<file path="config.mk">
export PLATFORM = sky130hd
export DESIGN_NAME = item_checker_fifo
export DESIGN_NICKNAME = d
export VERILOG_FILES = /design/src/rtl/item_checker.sv
export SDC_FILE = /design/constraint.sdc
export NUM_CORES = 1
export LEC_CHECK = 0
export BUFFER_PORTS_ARGS = -buffer_cell sky130_fd_sc_hd__buf_2
export CORE_MARGIN = 2
export CORE_UTILIZATION = 30
export DETAILED_ROUTE_END_ITERATION = 10
export SLEW_MARGIN = 0
export SYNTH_ARGS = -nofsm -noshare
export SYNTH_HDL_FRONTEND = slang
export SYNTH_SLANG_ARGS = --single-unit
</file>
<file path="constraint.sdc">
create_clock -name clk -period 3 [get_ports clk]
set_clock_uncertainty 0.2 [all_clocks]
set_input_delay 0.6 -clock clk [delete_from_list [all_inputs] [get_ports clk]]
set_output_delay 0.6 -clock clk [all_outputs]
set_load 0.01 [all_outputs]
</file>
<file path="src/rtl/item_checker.sv">
// Sequence-checking elastic buffer: stores items in FIFO order and flags any item
// that is not the previous accepted item + 1 (mod 2^WIDTH).
// Latency: 1 cycle from accept edge to out_item/out_valid; no same-cycle bypass.
// Backpressure: in_ready drops when DEPTH items are held; refused items are not checked.
//
// Ports:
//   clk, reset (async, active-low)
//   in_item/in_valid/in_ready       : upstream valid-ready handshake
//   out_item/out_valid/out_ready    : downstream valid-ready handshake (head of buffer)
//   count                           : current occupancy, 0..DEPTH
//   locked                          : checker holds a reference value
//   err                             : one-cycle pulse after an out-of-sequence accept
//   err_count                       : saturating number of sequence errors

// Generic register-based FIFO.
// Latency: 1 cycle write-to-read; both ready and valid come from registers only.
// Backpressure: wr_rdy_o low when full; rd_rdy_i ignored when empty.
module item_checker_fifo #(
  parameter int WIDTH = 8,
  parameter int DEPTH = 4
) (
  input  logic                     clk,
  input  logic                     reset,
  input  logic                     wr_vld_i,
  output logic                     wr_rdy_o,
  input  logic [WIDTH-1:0]         wr_dat_i,
  output logic                     rd_vld_o,
  input  logic                     rd_rdy_i,
  output logic [WIDTH-1:0]         rd_dat_o,
  output logic [$clog2(DEPTH):0]   count_o
);
  localparam int AW = $clog2(DEPTH);
  localparam int CW = AW + 1;

  logic [WIDTH-1:0] mem_q [DEPTH];
  logic [AW-1:0]    wr_ptr_q, wr_ptr_d;
  logic [AW-1:0]    rd_ptr_q, rd_ptr_d;
  logic [CW-1:0]    cnt_q, cnt_d;
  logic             push, pop;

  assign wr_rdy_o = (cnt_q != CW'(DEPTH));
  assign rd_vld_o = (cnt_q != '0);
  assign push     = wr_vld_i & wr_rdy_o;
  assign pop      = rd_vld_o & rd_rdy_i;
  assign count_o  = cnt_q;

  // Storage is not reset; the head is forced to zero whenever the buffer is
  // empty so reset and drained states both present out_item = 0.
  assign rd_dat_o = rd_vld_o ? mem_q[rd_ptr_q] : '0;

  // DEPTH is a power of two, so natural AW-bit overflow gives modulo-DEPTH wrap.
  always_comb begin
    wr_ptr_d = wr_ptr_q;
    rd_ptr_d = rd_ptr_q;
    cnt_d    = cnt_q;
    if (push) wr_ptr_d = wr_ptr_q + AW'(1);
    if (pop)  rd_ptr_d = rd_ptr_q + AW'(1);
    case ({push, pop})
      2'b10:   cnt_d = cnt_q + CW'(1);
      2'b01:   cnt_d = cnt_q - CW'(1);
      default: cnt_d = cnt_q;
    endcase
  end

  always_ff @(posedge clk or negedge reset) begin
    if (!reset) begin
      wr_ptr_q <= '0;
      rd_ptr_q <= '0;
      cnt_q    <= '0;
    end else begin
      wr_ptr_q <= wr_ptr_d;
      rd_ptr_q <= rd_ptr_d;
      cnt_q    <= cnt_d;
    end
  end

  always_ff @(posedge clk) begin
    if (push) mem_q[wr_ptr_q] <= wr_dat_i;
  end
endmodule


</file>
# Word-level counts from Yosys, hierarchy flattened
# Memory sizes are Yosys's and may differ from the RTL's.
# Cells that the tools add are included.
[totals] register_bits=7 output_inout_bits=13 memories=1 wordCells=19 input_bits=12 ramBits=32
[classes] add_sub_neg=4 n_reduce_logical=2 mux=4 bitwise_logic=2 eq_ne=3
[memory_table] memory="mem_q" words=4 word_bits=8 rd=1 rd_clocked_by_memory_dff=0 wr=1 line="35" source="logic [WIDTH-1:0] mem_q [DEPTH];"
[op_table] operator="8-bit two-way mux" count=1
[op_table] operator="3-bit one-hot mux with 2 select lines" count=1
[op_table] operator="2-bit by 1-bit adder with 2-bit output, second input constant" count=2
[op_table] operator="3-bit by 1-bit adder with 3-bit output, second input constant" count=1
[op_table] operator="3-bit inequality test, second input constant" count=1
[op_table] operator="3-bit nonzero test" count=1
[op_table] operator="3-bit by 1-bit subtractor with 3-bit output, second input constant" count=1
[op_table] operator="1-bit AND" count=2
[op_table] operator="2-bit by 1-bit == test with 1-bit output, second input constant" count=1
[op_table] operator="2-bit == test, second input constant" count=1
[op_table] operator="1-bit two-way mux" count=2
[op_table] operator="2-bit nonzero test" count=1

# Depth between registers and ports, before layout
# Gate-level depths: netlist of run 1.
[depth] depth_word=4 ltp_mapped=9 ltp_nobuf=9

# Least setup slack after synthesis of run 1
# Ideal clock, no wire load.
[synth_path] path_type="register to register" from="register cnt_q[0], in the netlist count_o[0]" to="register cnt_q[2], in the netlist count_o[2]" setup_ps=79 required_ps=2721 slack_ps=675 path_buffers=0 synth_period_minus_slack_ps=2325 t_arrival_ps=2045 stages_incl_launch_ff=10 path_cell_list="dfrtp_1 or3b_4 and2_4 inv_1 ha_1 inv_1 fa_1 xor2_1 nor2_1 xor2_1"
[synth_via] elab_chain_len=4 elab_cells_between_ends=10 cone_classes="add/sub (2); eq/ne (3); mux (1); bitwise (2); reduce/logical (2)"
[synth_lines] element="start, declared" line="38" source="logic [CW-1:0] cnt_q, cnt_d;"
[synth_lines] element="start signal, assigned" line="73" source="cnt_q <= cnt_d;"
[synth_lines] element="3-bit inequality test (*)" line="41" source="assign wr_rdy_o = (cnt_q != CW'(DEPTH));"
[synth_lines] element="net wr_rdy_o" line="25" source="output logic wr_rdy_o,"
[synth_lines] element="1-bit AND (*)" line="43" source="assign push = wr_vld_i & wr_rdy_o;"
[synth_lines] element="2-bit by 1-bit == test with 1-bit output / 2-bit == test (equally long branches)" line="58" source="case ({push, pop})"
[synth_lines] element="3-bit one-hot mux with 2 select lines / 2-bit nonzero test (equally long branches)"
# The timed path passes the listed nets; every way through them passes the cells marked *.
# A chain may end at the register's enable or synchronous reset.

# Worst setup path after layout of run 1
[layout_path] from="register rd_ptr_q[0]" to="output rd_dat_o[1]"
[layout_via] elab_chain_len=2
[layout_lines] element="start, declared" line="37" source="logic [AW-1:0] rd_ptr_q, rd_ptr_d;"
[layout_lines] element="start signal, assigned" line="72" source="rd_ptr_q <= rd_ptr_d;"
[layout_lines] element="memory 4 x 8 bit"
[layout_lines] element="8-bit two-way mux" line="49" source="assign rd_dat_o = rd_vld_o ? mem_q[rd_ptr_q] : '0;"
[layout_lines] element="end, declared" line="29" source="output logic [WIDTH-1:0] rd_dat_o,"
# Every way passes these cells.

==> impl_metrics.ini, run 1 <==
[logic_synthesis]
synth_warnings = 0
synth_flop_cell = edfxtp_1
post-synth-top-area-cell = edfxtp_1
async_flop_share = 0.179
synth_edf_count = 32
synthTopCellsByCount = 32 x edfxtp_1, 9 x and2_1, 8 x mux4_2, 7 x dfrtp_1, 6 x inv_1
synth.most_common_cell = edfxtp_1
yosysSeqAreaShare = 0.695
ys_ff_latch = 39
synth.top_cell.area_share = 0.588
syn-num-nets = 106
syn_area_per_cell_um2 = 18.6
synth.area.top_cells = edfxtp_1 59%, mux4_2 11%, dfrtp_1 11%
syn_inst = 88
ys_types = 19
syn_area_mm2 = 0.00164

[hold_path]
hp-class = reg2reg

[floorplan]
die-area_mm2 = 0.00606
die_h_um = 77.8
rows = 26
core_mm2 = 0.00517
die_w_um = 77.8
ios = 25
start_util = 0.316

[clock_tree]
cts_buffers = 5
clock_sinks = 39
clkLatencyLatePin_ns = 0.28
cts_max_level = 2
cts_buffer_depth = 2
clk_pin_slew_ns = 0.07
post_cts.repair.setup_buffers = 0
cts_tree = yes
clock-root-buffer = clkbuf_8

[global_route]
grtUsageTotal = 0.103
grt_pass1_wl_mm = 4.51
grt_pass1_vias = 892
grt_max_degree = 12
grt_antenna_before_repair = 0
grt.overflow.total = 0

[worst_setup_path]
crit_start = rd_ptr_q[0]$_DFFE_PN0P_
startpoint_type = flop
r2r_start = count_o[0]$_DFFE_PN0P_
r2r_slack_ns = 0.56
crit_fanout = 6
worstSetupEndpoint = rd_dat_o[1]
path_class = reg2out
cp.arrival_ns = 1.86
worst_setup_path_end_kind = primary output
worst_ep_required_time_ns = 2.20
r2r-end = count_o[2]$_DFFE_PN0P_
ff2ff_path_depth = 9

[routing]
finalWirelength_mm = 2.83
first_pass_iters = 4
drt_iter0_drc = 48
viasPerCell = 4.36
vias = 824
postRouteAntennaNets = 0
drc = 0
wire_per_inst_um = 15.0

[layout]
diodes = 0
fin_util = 0.373
areaGrowthSynthToFinish_pct = 17.8
final_nets = 136
fin_area_mm2 = 0.00193
fill_cells = 494
final_layout_size_suffix_gt1_frac = 0.387

[power_and_ir_drop]
power_frac_seq = 0.451
power_switching_w = 0.000594
p_per_area_mw_per_mm2 = 961
power_frac_comb = 0.377
switching_share = 0.321
p_leak_nw = 0.734
power_frac_clock = 0.172
ir_worst_vdd_mv = 0.233
p_int_w = 0.00126

[sta]
finalHoldViolations = 0
finalSetupViolCount = 0
tightest_slew_ns = 0.437
slew_viol_final = 0
max_slew_margin = 0.708
fin_crit_ns = 2.66
fmax_mhz = 376
setup_tns_ns = 0
rsz0062_at_grt = no
period_share = 0.886

[placement]
place_congestion = 0.651
io_buffers = 24
dpl.hpwl_mm = 2.02
place_area_mm2 = 0.00184

[flow_run]
drv_cap = 0

[outcome]
status = completed
metrics by stage:
| step | setup slack [ns] | total power (W) | hold slack, ns | cells |
|---|---|---|---|---|
| floorplan | 0.675 | 0.00131 | 0.104 | 88 |
| global placement | 0.617 | 0.00153 | 0.239 | 180 |
| detailed placement | 0.584 | 0.00156 | 0.244 | 180 |
| CTS | 0.303 | 0.00189 | 0.326 | 189 |
| global route | 0.239 | 0.00197 | 0.327 | 189 |
| finish | 0.341 | 0.00185 | 0.333 | 189 |
logic make-up (layout without fill, tap and decap cells):
family,after synthesis,in the layout,synth area share
flops,39,39,0.695
simple gates,18,18,0.0750
mux,10,10,0.125
buf+inv,9,40,0.0222
fa+ha+maj,6,6,0.0505
xor+xnor,6,6,0.0321
worst max-delay path, stage by stage, from the launching register on:
cell and delay, ns:
dfrtp_1 0.54, buf_4 0.24, mux4_2 0.50, and2_1 0.17, buf_2 0.13
cell usage in the layout (no fill, tap or decap), drive strengths merged, types with 2 or more instances in the layout:
cell type  count
mux4           8
xnor2          3
and2          10
xor2           3
clkbuf         6
inv            6
ha             5
buf           25
edfxtp        32
dfrtp          7
and3           4
clkinv         2
flip-flops by register name, indices dropped and copies added (netlist names):
| signal | count |
|---|---|
| mem_q | 32 |
| count_o | 3 |
| rd_ptr_q | 2 |
| wr_ptr_q | 2 |
routing by layer:
metal,share of wire,track usage
met5,0,0
met4,0.018,0.0482
met3,0.034,0.0360
met2,0.54,0.179
met1,0.40,0.112
worst min path at each step:
stage / startpoint / to / slack (ns) / depth (start not counted)
6_report: count_o[2]$_DFFE_PN0P_ / count_o[2]$_DFFE_PN0P_ / 0.33 / 1
5_1_grt: wr_dat_i[7] / mem_q[3][7]$_DFFE_PP_ / 0.33 / 1
4_1_cts: wr_dat_i[6] / mem_q[1][6]$_DFFE_PP_ / 0.33 / 1
3_5_place_dp: reset / rd_ptr_q[0]$_DFFE_PN0P_ / 0.24 / 1
3_3_place_gp: reset / count_o[2]$_DFFE_PN0P_ / 0.24 / 1
2_1_floorplan: reset / count_o[0]$_DFFE_PN0P_ / 0.10 / 0
power by group through the flow:
stage               clock network [W]  logic, W  registers (W)
finish                       0.000319  0.000698       0.000836
global route                 0.000352  0.000770       0.000851
CTS                          0.000331  0.000716       0.000838
detailed placement                  0  0.000712       0.000850
global placement                    0  0.000688       0.000838
floorplan                           0  0.000512       0.000797
repair_timing:
action | CTS | global route
hold endpoints to repair | 7 | 0
resized for setup | 0 | 0
hold buffers | 1 | 0
cell type report:
cell class | count | area (um^2) | area share
clock buffers | 6 | 72.6 | 0.0377
clock inverters | 2 | 7.51 | 0.00390
inverters | 6 | 22.5 | 0.0117
multi-input cells | 40 | 463 | 0.240
flip-flops and latches | 39 | 1140 | 0.590
well taps | 70 | 87.6 | 0.0455
repair buffers | 26 | 138 | 0.0714
(Power assumes the default switching activity.)
==> run 2: changes to the inputs <==
- CORE_UTILIZATION: 30 -> 50
- PLACE_DENSITY: default -> 0.72
- REMOVE_ABC_BUFFERS: default -> 1
==> run 2 against run 1 <==
  * Global-route usage increased by 6.9 points
  * Worst hold slack worse by 0.067 ns
  * Core utilization increased by 23 points
  * Clock power fell by 21%
  * Wire length decreased by 5.6%
  * Critical endpoint is now rd_dat_o[3]
  * Largest cell class unchanged
  * Largest power group unchanged
==> impl_metrics.ini, run 2 (synthesized netlist as in run 1, its figures left out) <==
[outcome]
status = completed

[placement]
io_buffers = 24
place_congestion = 0.677
dpl.hpwl_mm = 1.82
place_area_mm2 = 0.00180
pre_cts_ws_ns = 0.588

[layout]
final_layout_size_suffix_gt1_frac = 0.390
mostFrequentLayoutCell = edfxtp_1
final_nets = 135
diodes = 0
largest_reg_flops = 32
areaGrowthSynthToFinish_pct = 13.5
mostFrequentLayoutCells = 32 x edfxtp_1, 24 x buf_2, 9 x and2_1, 8 x mux4_2, 7 x dfrtp_1
fin_area_mm2 = 0.00186
regMostFlops = mem_q

[global_route]
grt_use_met1 = 0.199
grt.overflow.total = 0
grt_max_degree = 12
grt.busiest_layer = met2
grt_pass1_vias = 860
grt_antenna_before_repair = 0
grt_pass1_wl_mm = 4.21
grtUsageMet2 = 0.286
met3_usage = 0.0672
grtUsageTotal = 0.172

[sta]
rsz0062_at_grt = no
tightest_slew_ns = 0.602
fmax_mhz = 363
fin_crit_ns = 2.76
slew_viol_final = 0
postLayoutSetupSlackWorst_ns = 0.245
finalHoldViolations = 0
fin_hold_ws_ns = 0.267
period_share = 0.918
max_slew_margin = 0.599
setup_tns_ns = 0
finalSetupViolCount = 0

[clock_tree]
clk_pin_slew_ns = 0.11
cts_max_level = 2
clkLatencyLatePin_ns = 0.33
clock_sinks = 39
clock-root-buffer = clkbuf_4
cts_buffer_depth = 2
cts_buffers = 5
cts_tree = yes
post_cts.repair.setup_buffers = 0

[power_and_ir_drop]
p_int_w = 0.00118
switching_share = 0.332
p_leak_nw = 0.718
p_per_area_mw_per_mm2 = 949
power_frac_comb = 0.373
finalPower_w = 0.00176
power_switching_w = 0.000586
ir_worst_vdd_mv = 0.528
power_frac_clock = 0.142
power_frac_seq = 0.485

[floorplan]
die_h_um = 61.2
ios = 25
rows = 20
die_w_um = 61.2
core_mm2 = 0.00308
start_util = 0.531
die-area_mm2 = 0.00374

[worst_setup_path]
path_class = reg2out
crit_start = rd_ptr_q[0]$_DFFE_PN0P_
r2r_start = count_o[0]$_DFFE_PN0P_
crit_fanout = 10
worst_ep_required_time_ns = 2.20
startpoint_type = flop
r2r_slack_ns = 0.58
worstSetupEndpoint = rd_dat_o[3]
ff2ff_path_depth = 8
worst_setup_path_end_kind = primary output
r2r-end = count_o[2]$_DFFE_PN0P_
cp.arrival_ns = 1.96

[routing]
vias = 845
drc = 0
viasPerCell = 5.22
postRouteAntennaNets = 0
wire_per_inst_um = 16.5
drt_iter0_drc = 18
finalWirelength_mm = 2.67
first_pass_iters = 4

[flow_run]
drv_cap = 0

[hold_path]
hp-class = in2reg
-- run 2: changes by cell type in the layout (fill, tap and decap cells not counted), sizes merged --
cell	change
buf	-1
clkbuf	+1
clkinv	-1
-- run 2: metrics by stage --
stage,cells,utilization
detailed placement,153,0.584
CTS,162,0.603
global route,162,0.603
floorplan,85,-
global placement,153,0.584
finish,162,0.603
-- run 2: worst max-delay path: stages, from the launching register on --
cell,delay [ns]
dfrtp_1,0.74
mux4_2,0.57
and2_1,0.17
buf_2,0.13
-- run 2: power groups by stage --
stage	sequential (W)	combinational (W)	clock [W]
after global routing	0.000878	0.000731	0.000284
after detailed placement	0.000869	0.000665	0
after floorplan	0.000840	0.000454	0
after global placement	0.000856	0.000640	0
after CTS	0.000856	0.000669	0.000263
final	0.000854	0.000657	0.000251
-- run 2: final cells by class --
type / count / area [um^2]
clock buffers: 7 / 45.0
fillers: 240 / 1220
flip-flops and latches: 39 / 1140
inverters: 6 / 22.5
well taps: 44 / 55.1
repair buffers: 25 / 130
clock inverters: 1 / 5.00
multi-input cells: 40 / 463
-- run 2: metal layers --
metal  vias up  part of all wire  routed length (um)
met5         -                 0                   0
met4         0             0.018                  48
met3         6             0.054                 144
met2        27              0.52                1380
met1       428              0.41                1100
li1        384                 -                   -
-- run 2: how the worst min path moves through the flow --
stage	start	end	slack, ns	depth (start not counted)
3_3_place_gp	reset	count_o[1]$_DFFE_PN0P_	0.24	1
6_report	wr_dat_i[6]	mem_q[2][6]$_DFFE_PP_	0.27	1
2_1_floorplan	reset	count_o[0]$_DFFE_PN0P_	0.10	0
5_1_grt	wr_dat_i[2]	mem_q[2][2]$_DFFE_PP_	0.25	1
4_1_cts	wr_dat_i[6]	mem_q[2][6]$_DFFE_PP_	0.25	1
3_5_place_dp	reset	count_o[1]$_DFFE_PN0P_	0.24	1
-- run 2: what timing repair did --
item,4_1_cts,5_1_grt
resized for setup,0,0
hold endpoints to repair,7,0
hold buffers,1,0
endpoints found under the setup margin,0,0
==> run 3: changes to the inputs <==
==> constraint.sdc (replaced) <==
create_clock -name clk -period 3 [get_ports clk]
set_clock_uncertainty 0.2 [all_clocks]
set_input_delay 0.3 -clock clk [delete_from_list [all_inputs] [get_ports clk]]
set_output_delay 0.3 -clock clk [all_outputs]
set_load 0.01 [all_outputs]
==> run 3 against run 2 <==
  * Via count up 0.71%
  * Core utilization up 2.6 points
  * Worst hold slack worse by 0.20 ns
  * Final area up 4.3%
  * Sequential cell count unchanged
  * Setup slack better by 0.32 ns
  * Sequential share of layout area down 2.5 points
  * Maximum frequency up 13%
  * Non-clock buffer count up 8
  * Sequential power down 0.5%
  * Die area unchanged
  * Clock power about the same
==> impl_metrics.ini, run 3 (synthesized netlist as in run 1, its figures left out) <==
[sta]
fin_hold_ws_ns = 0.0686
tightest_slew_ns = 0.576
fmax_mhz = 410
period_share = 0.813
finalHoldViolations = 0
max_slew_margin = 0.616
fin_crit_ns = 2.44
postLayoutSetupSlackWorst_ns = 0.560
rsz0062_at_grt = no
finalSetupViolCount = 0
setup_tns_ns = 0
slew_viol_final = 0

[worst_setup_path]
r2r_slack_ns = 0.58
ff2ff_path_depth = 9
crit_fanout = 10
startpoint_type = flop
path_class = reg2out
worst_ep_required_time_ns = 2.50
cp.arrival_ns = 1.94
worst_setup_path_end_kind = primary output
r2r_start = count_o[0]$_DFFE_PN0P_
r2r-end = count_o[2]$_DFFE_PN0P_

[routing]
vias = 851
postRouteAntennaNets = 0
wl_met2_mm = 1.38
drc = 0
wl_met3_um = 130
drt-met1-wl_mm = 1.12
finalWirelength_mm = 2.67
first_pass_iters = 4
highest_layer = met4
viasPerCell = 5.01
wire_per_inst_um = 15.7
drt_iter0_drc = 25

[layout]
mostFrequentLayoutCell = edfxtp_1
final_nets = 143
regMostFlops = mem_q
final_layout_size_suffix_gt1_frac = 0.365
mostFrequentLayoutCells = 32 x edfxtp_1, 24 x buf_2, 9 x and2_1, 9 x dlygate4sd3_1, 8 x mux4_2
largest_reg_flops = 32
fin_area_mm2 = 0.00194
fill_cells = 243
areaGrowthSynthToFinish_pct = 18.4
diodes = 0

[outcome]
status = completed

[hold_path]
worstHoldStart = rd_rdy_i
hp-class = in2reg
holdPathStages = 3
holdPathEnd = rd_ptr_q[1]$_DFFE_PN0P_

[power_and_ir_drop]
p_leak_nw = 0.752
p_per_area_mw_per_mm2 = 908
ir_worst_vdd_mv = 0.452

[placement]
place_congestion = 0.693
pre_cts_ws_ns = 0.618
io_buffers = 24
place_area_mm2 = 0.00180

[clock_tree]
clkLatencyLatePin_ns = 0.34
cts_max_level = 2
hold_buffers = 9
post_cts.repair.setup_buffers = 0
cts_resized = 0
cts_buffers = 5
clock-root-buffer = clkbuf_4
clock_sinks = 39
cts_tree = yes
cts_buffer_depth = 2
clk_pin_slew_ns = 0.11

[floorplan]
core_mm2 = 0.00308
die_w_um = 61.2
start_util = 0.531
die_h_um = 61.2
die-area_mm2 = 0.00374
rows = 20
ios = 25

[global_route]
grt_pass1_wl_mm = 4.14
grt_max_degree = 13
grt_antenna_before_repair = 0
grt_pass1_vias = 865
grt.overflow.total = 0
grtUsageTotal = 0.166

[flow_run]
drv_cap = 0
## run 3: metrics by stage
stage	std cells	util	power, W
after CTS	170	0.629	0.00179
after global routing	170	0.629	0.00188
final	170	0.629	0.00176
after global placement	153	0.584	0.00151
after detailed placement	153	0.584	0.00153
after floorplan	85	-	0.00129
## run 3: per-layer routing
layer,track usage,up-vias
met2,0.280,21
met4,0.0745,0
met3,0.0609,5
met1,0.189,428
met5,0,-
li1,-,397
## run 3: layout make-up
cell class | instances | area (um^2) | area share
repair buffers | 33 | 210 | 0.109
clock inverters | 2 | 8.76 | 0.00452
well taps | 44 | 55.1 | 0.0284
clock buffers | 6 | 41.3 | 0.0213
inverters | 6 | 22.5 | 0.0116
multi-input cells | 40 | 463 | 0.239
flip-flops and latches | 39 | 1140 | 0.587
## run 3: worst max-delay path by stage
stage | from | endpoint | slack [ns] | depth (start not counted)
6_report | rd_ptr_q[0]$_DFFE_PN0P_ | rd_dat_o[1] | 0.56 | 3
5_1_grt | rd_ptr_q[0]$_DFFE_PN0P_ | rd_dat_o[3] | 0.40 | 3
4_1_cts | rd_ptr_q[0]$_DFFE_PN0P_ | rd_dat_o[3] | 0.50 | 3
3_5_place_dp | count_o[0]$_DFFE_PN0P_ | count_o[2]$_DFFE_PN0P_ | 0.62 | 9
3_3_place_gp | count_o[0]$_DFFE_PN0P_ | count_o[2]$_DFFE_PN0P_ | 0.68 | 9
2_1_floorplan | count_o[0]$_DFFE_PN0P_ | count_o[2]$_DFFE_PN0P_ | 0.68 | 9
## run 3: worst max-delay path, stage by stage, from the launching register on
cell and delay [ns]:
dfrtp_1 0.72, mux4_2 0.56, and2_1 0.18, buf_2 0.13
## run 3: report_power, final
| group | total (W) | internal, W | switching (W) |
|---|---|---|---|
| logic | 0.000658 | 0.000358 | 0.000299 |
| registers | 0.000850 | 0.000733 | 0.000117 |
| clock network | 0.000252 | 0.0000881 | 0.000164 |
